[src/rtl/online_pkg.sv]
// Shared encoding and sizing for the online multiplier sequencer and its
// downstream computation controller.
package online_pkg;

    localparam int CNT_W        = 9;
    localparam int DIGIT_W      = 7;
    localparam int DRAIN_CYCLES = 4;

    typedef enum logic [1:0] {
        ST_IDLE  = 2'd0,
        ST_RUN   = 2'd1,
        ST_DRAIN = 2'd2,
        ST_DONE  = 2'd3
    } seq_state_t;

endpackage

[src/rtl/online_sequencer.sv]
// Master cycle counter and operation FSM for the online multiplier: walks
// cnt_master through N+1 digit cycles of four sub-cycles, drains, then pulses done.
module online_sequencer #(
    parameter int CNT_W        = online_pkg::CNT_W,
    parameter int DIGIT_W      = online_pkg::DIGIT_W,
    parameter int DRAIN_CYCLES = online_pkg::DRAIN_CYCLES
) (
    input  logic               clk,
    input  logic               rst,
    input  logic               start,
    input  logic               abort,
    input  logic [DIGIT_W-1:0] num_digits,
    input  logic               enable_for_input,
    output logic [CNT_W-1:0]   cnt_master,
    output logic               busy,
    output logic               done,
    output logic               digit_req,
    output logic [DIGIT_W-1:0] digit_idx
);
    import online_pkg::*;

    // state | meaning
    // IDLE  | waiting for start, counter parked at 0
    // RUN   | cnt_master counting, digit requests issued
    // DRAIN | counter frozen at its last value while downstream writes land
    // DONE  | single completion cycle, counter cleared

    localparam int DRAIN_W = (DRAIN_CYCLES > 1) ? $clog2(DRAIN_CYCLES) : 1;

    seq_state_t         state, state_nx;
    logic [DIGIT_W-1:0] n_lat, n_nx;
    logic [DIGIT_W-1:0] idx_nx;
    logic [CNT_W-1:0]   cnt_nx;
    logic [CNT_W-1:0]   cnt_final;
    logic [DRAIN_W-1:0] drain_cnt, drain_nx;
    logic               req_nx;
    logic               busy_nx;
    logic               done_nx;

    // Last sub-cycle of digit iteration N; the counter stops here so it never wraps.
    assign cnt_final = CNT_W'({n_lat, 2'b11});

    always_comb begin
        state_nx = state;
        cnt_nx   = cnt_master;
        n_nx     = n_lat;
        idx_nx   = digit_idx;
        drain_nx = drain_cnt;
        req_nx   = 1'b0;
        case (state)
            ST_IDLE: begin
                cnt_nx = '0;
                if (start && !abort && (num_digits != '0)) begin
                    state_nx = ST_RUN;
                    n_nx     = num_digits;
                    idx_nx   = '0;
                end
            end
            ST_RUN: begin
                if (abort) begin
                    state_nx = ST_IDLE;
                    cnt_nx   = '0;
                end else if (cnt_master == cnt_final) begin
                    state_nx = ST_DRAIN;
                    drain_nx = DRAIN_W'(DRAIN_CYCLES - 1);
                end else begin
                    cnt_nx = cnt_master + 1'b1;
                    // Excluding the final count keeps digit_req low throughout DRAIN.
                    if (enable_for_input && (cnt_master[1:0] == 2'b11) && (digit_idx < n_lat)) begin
                        req_nx = 1'b1;
                        idx_nx = digit_idx + 1'b1;
                    end
                end
            end
            ST_DRAIN: begin
                if (abort) begin
                    state_nx = ST_IDLE;
                    cnt_nx   = '0;
                end else if (drain_cnt == '0) begin
                    state_nx = ST_DONE;
                    cnt_nx   = '0;
                end else begin
                    drain_nx = drain_cnt - 1'b1;
                end
            end
            ST_DONE: begin
                state_nx = ST_IDLE;
                cnt_nx   = '0;
            end
            default: begin
                state_nx = ST_IDLE;
                cnt_nx   = '0;
            end
        endcase
        busy_nx = (state_nx == ST_RUN) || (state_nx == ST_DRAIN);
        done_nx = (state_nx == ST_DONE);
    end

    always_ff @(posedge clk) begin
        if (rst) begin
            state      <= ST_IDLE;
            cnt_master <= '0;
            n_lat      <= '0;
            digit_idx  <= '0;
            drain_cnt  <= '0;
            digit_req  <= 1'b0;
            busy       <= 1'b0;
            done       <= 1'b0;
        end else begin
            state      <= state_nx;
            cnt_master <= cnt_nx;
            n_lat      <= n_nx;
            digit_idx  <= idx_nx;
            drain_cnt  <= drain_nx;
            digit_req  <= req_nx;
            busy       <= busy_nx;
            done       <= done_nx;
        end
    end

endmodule

[config.mk]
export PLATFORM = sky130hd
export DESIGN_NAME = online_sequencer
export DESIGN_NICKNAME = d
export VERILOG_FILES = /design/src/rtl/online_pkg.sv /design/src/rtl/online_sequencer.sv
export SDC_FILE = /design/constraint.sdc
export NUM_CORES = 1
export LEC_CHECK = 0
export BUFFER_PORTS_ARGS = -buffer_cell sky130_fd_sc_hd__buf_2
export CORE_MARGIN = 2
export CORE_UTILIZATION = 56
export CTS_BUF_LIST = sky130_fd_sc_hd__clkbuf_16
export DETAILED_ROUTE_END_ITERATION = 10
export PLACE_DENSITY = 0.88
export SETUP_SLACK_MARGIN = 0.02
export SKIP_LAST_GASP = 1
export SLEW_MARGIN = 20
export SYNTH_ARGS = -nofsm -noshare
export SYNTH_HDL_FRONTEND = slang
export SYNTH_SLANG_ARGS = --single-unit
[constraint.sdc]
create_clock -name clk -period 3.6 [get_ports clk]
set_input_delay 0.18 -clock clk [delete_from_list [all_inputs] [get_ports clk]]
set_output_delay 0.18 -clock clk [all_outputs]
set_load 0.005 [all_outputs]
==> impl_metrics.toml <==
[outcome]
status = "completed"

[clock_network]
root_buffer = "clkbuf_16"
hold_buffers = 0
cts_tree = "done"
ctsHtreeMaxLevel = 2
cts_buffers = 5
clk_pin_slew_ns = 0.05
cts.sinks = 30
clkLatencyLatePin_ns = 0.27
clk_path_buf_depth = 2
cts_resized = 0
postCtsSetupBuffers = 0

[floorplanning]
dieArea_um2 = 3522
io_pins = 31
dieWidth_um = 59.35
rows = 20
fp.dieH_um = 59.35
initial_core_util = 0.5761
coreArea_um2 = 2978

[final_layout]
drive_gt1_frac = 0.2454
nNetsFinal = 239
area.growth.synth_to_final_pct = 16.56
antenna_cells = 0

[routing]
drc_errors = 0
firstDrtPassIters = 4
wire_per_inst_um = 14.65
first_iter_violations = 42
wirelength_um = 3648
viasPerCell = 5.960
ant_nets = 0
detailroute.via_count = 1484

[synth]
synth_edf_count = 0
yosys-top-cells-count = "30 x dfxtp_1, 17 x nor2_1, 12 x nand3_1"
avgSynthCellArea_um2 = 9.223
yosysMostFrequentCell = "dfxtp_1"
synth.area.top_cells = "dfxtp_1 35%, ha_1 7.3%, nor2_1 3.7%, a31oi_2 3.6%, o2bb2ai_1 3.6%"
synth-warning-count = 0
synth_nets = 208
synthArstFlopShare = 0
yosysSeqAreaShare = 0.3501
ys.flop_type = "dfxtp_1"
synth_area_leader_cell = "dfxtp_1"
synth_cells = 186
synth-seq-cells = 30
synth_area_um2 = 1715
netlist.area_leader.share = 0.3501
ys_types = 44

[critical_path]
cp-endpoint = "digit_idx[4]$_SDFFE_PP0P_"
endpoint_kind = "flop"
critical_path.startpoint_type = "flop"
reg2reg_depth = 6
crit_required_ns = 3.80
rrSetupSlack_ns = 1.42
reg2reg_from = "digit_idx[2]$_SDFFE_PP0P_"
crit_fanout = 6
setup.worst_path.start = "digit_idx[2]$_SDFFE_PP0P_"
r2r-end = "digit_idx[4]$_SDFFE_PP0P_"
arrival_ns = 2.38
criticalPathCategory = "reg -> reg"

[timing]
fmax_mhz = 458.6
finalSetupTns_ns = 0
drv_slew = 0
relSlewSlack = 0.5410
clock-skew-final_ns = 0.005088
fin_crit_sh = 0.6057
rsz0062_at_grt = "no"
setup_viol = 0
hold_viol = 0
worst_slack_ns = 1.419
tightest_slew_ns = 0.6871
min_period_ns = 2.181

[place]
gp_congestion = 0.8864
dpl.hpwl_um = 2584
portBuffers = 30
post-place-ws_ns = 1.477

[global_route]
antenna_found_initial = 0
grt_pass1_wl_um = 6044
grt_pass1_vias = 1339
grt_overflow = 0
grt_usage = 0.2307
grt_start_max_net_pins = 23

[pwr]
powerDensity_nw_per_um2 = 391.1
ir_drop_mv = 0.2025
leakage_nw = 0.8232

[job]
drv_cap = 0

[worst_hold_path]
hold_path_class = "in -> reg"
hold_start = "num_digits[5]"
## how the worst min path moves through the flow
stage	endpoint	slack (ns)	cells past startpoint
after global placement	n_lat[5]$_SDFFE_PP0P_	0.42	3
after global routing	n_lat[5]$_SDFFE_PP0P_	0.15	3
after detailed placement	n_lat[6]$_SDFFE_PP0P_	0.43	3
final	n_lat[5]$_SDFFE_PP0P_	0.15	3
after CTS	n_lat[6]$_SDFFE_PP0P_	0.15	3
after floorplan	n_lat[3]$_SDFFE_PP0P_	0.32	2
## stage by stage
| step | hold WS [ns] | instance area (µm²) | std cells | power (mW) | util |
|---|---|---|---|---|---|
| final | 0.1493 | 1999 | 249 | 0.7821 | 0.6714 |
| after global routing | 0.1534 | 1999 | 249 | 0.8101 | 0.6714 |
| after CTS | 0.1480 | 1999 | 249 | 0.7871 | 0.6714 |
| after detailed placement | 0.4295 | 1871 | 243 | 0.4089 | 0.6282 |
| after global placement | 0.4235 | 1871 | 243 | 0.4078 | 0.6282 |
| after floorplan | 0.3186 | 1715 | 186 | 0.3943 | - |
## report_power, final
group	total (mW)	internal (mW)	switching [mW]	leakage [nW]
logic	0.0619	0.0242	0.0377	0.517
clock network	0.378	0.244	0.134	0.0632
registers	0.342	0.338	0.00369	0.243
## area by class of cell
| cell class | count | area, µm² |
|---|---|---|
| clock buffers | 5 | 125.1 |
| clock inverters | 1 | 3.754 |
| fillers | 242 | 978.4 |
| inverters | 10 | 37.54 |
| multi-input cells | 140 | 1041 |
| flip-flops and latches | 30 | 600.6 |
| well taps | 33 | 41.29 |
| repair buffers | 30 | 150.1 |
## routing by layer
metal  global-route usage  routed length, µm
met5                    0                  0
met4              0.08442                 70
met3              0.06332                199
met2               0.3564               1663
met1               0.3071               1714
## sequential cells by signal, indices dropped and copies added, names as in the netlist
name / flops
drain_cnt: 2
state: 2
cnt_master: 9
done: 1
n_lat: 7
digit_idx: 7
digit_req: 1
busy: 1
## kinds of logic after synthesis
| kind of cell | Yosys count | share of synthesized area |
|---|---|---|
| simple gates | 75 | 0.2538 |
| compound gates | 46 | 0.2327 |
| flops | 30 | 0.3501 |
| buf+inv | 16 | 0.04304 |
| fa+ha+maj | 10 | 0.07294 |
| xor+xnor | 7 | 0.03574 |
| mux | 2 | 0.01167 |
## worst max-delay path, stage by stage, from the launching register on
cell and delay (ns):
dfxtp_1 0.42, ha_1 0.29, a211oi_2 0.21, o21ai_1 0.13
a2111oi_2 0.70, a31oi_1 0.20, a31oi_2 0.17
## placed cells by master (no fill, tap or decap), types with 2 or more instances in the layout
cell type  Yosys  final
a21oi_1        9      9
nor3_2         2      2
a21o_1         2      2
or3_1          5      5
nor2_1        17     17
clkbuf_16      0      5
nor3_1         2      2
a31oi_1        8      8
dfxtp_1       30     30
nand2b_1       8      8
nand3_1       12     12
o2bb2ai_1      7      7
o21ai_1        2      2
inv_1         10     10
nor3b_1        2      2
buf_2          2     30
mux2i_1        2      2
and3_1         8      8
a31oi_2        5      5
nand2_1        3      3
xnor2_1        7      7
a211oi_1       3      3
ha_1          10     10
nor2b_1        7      7
nand3b_1       2      2
No activity file was read; power rests on OpenSTA's default activity.
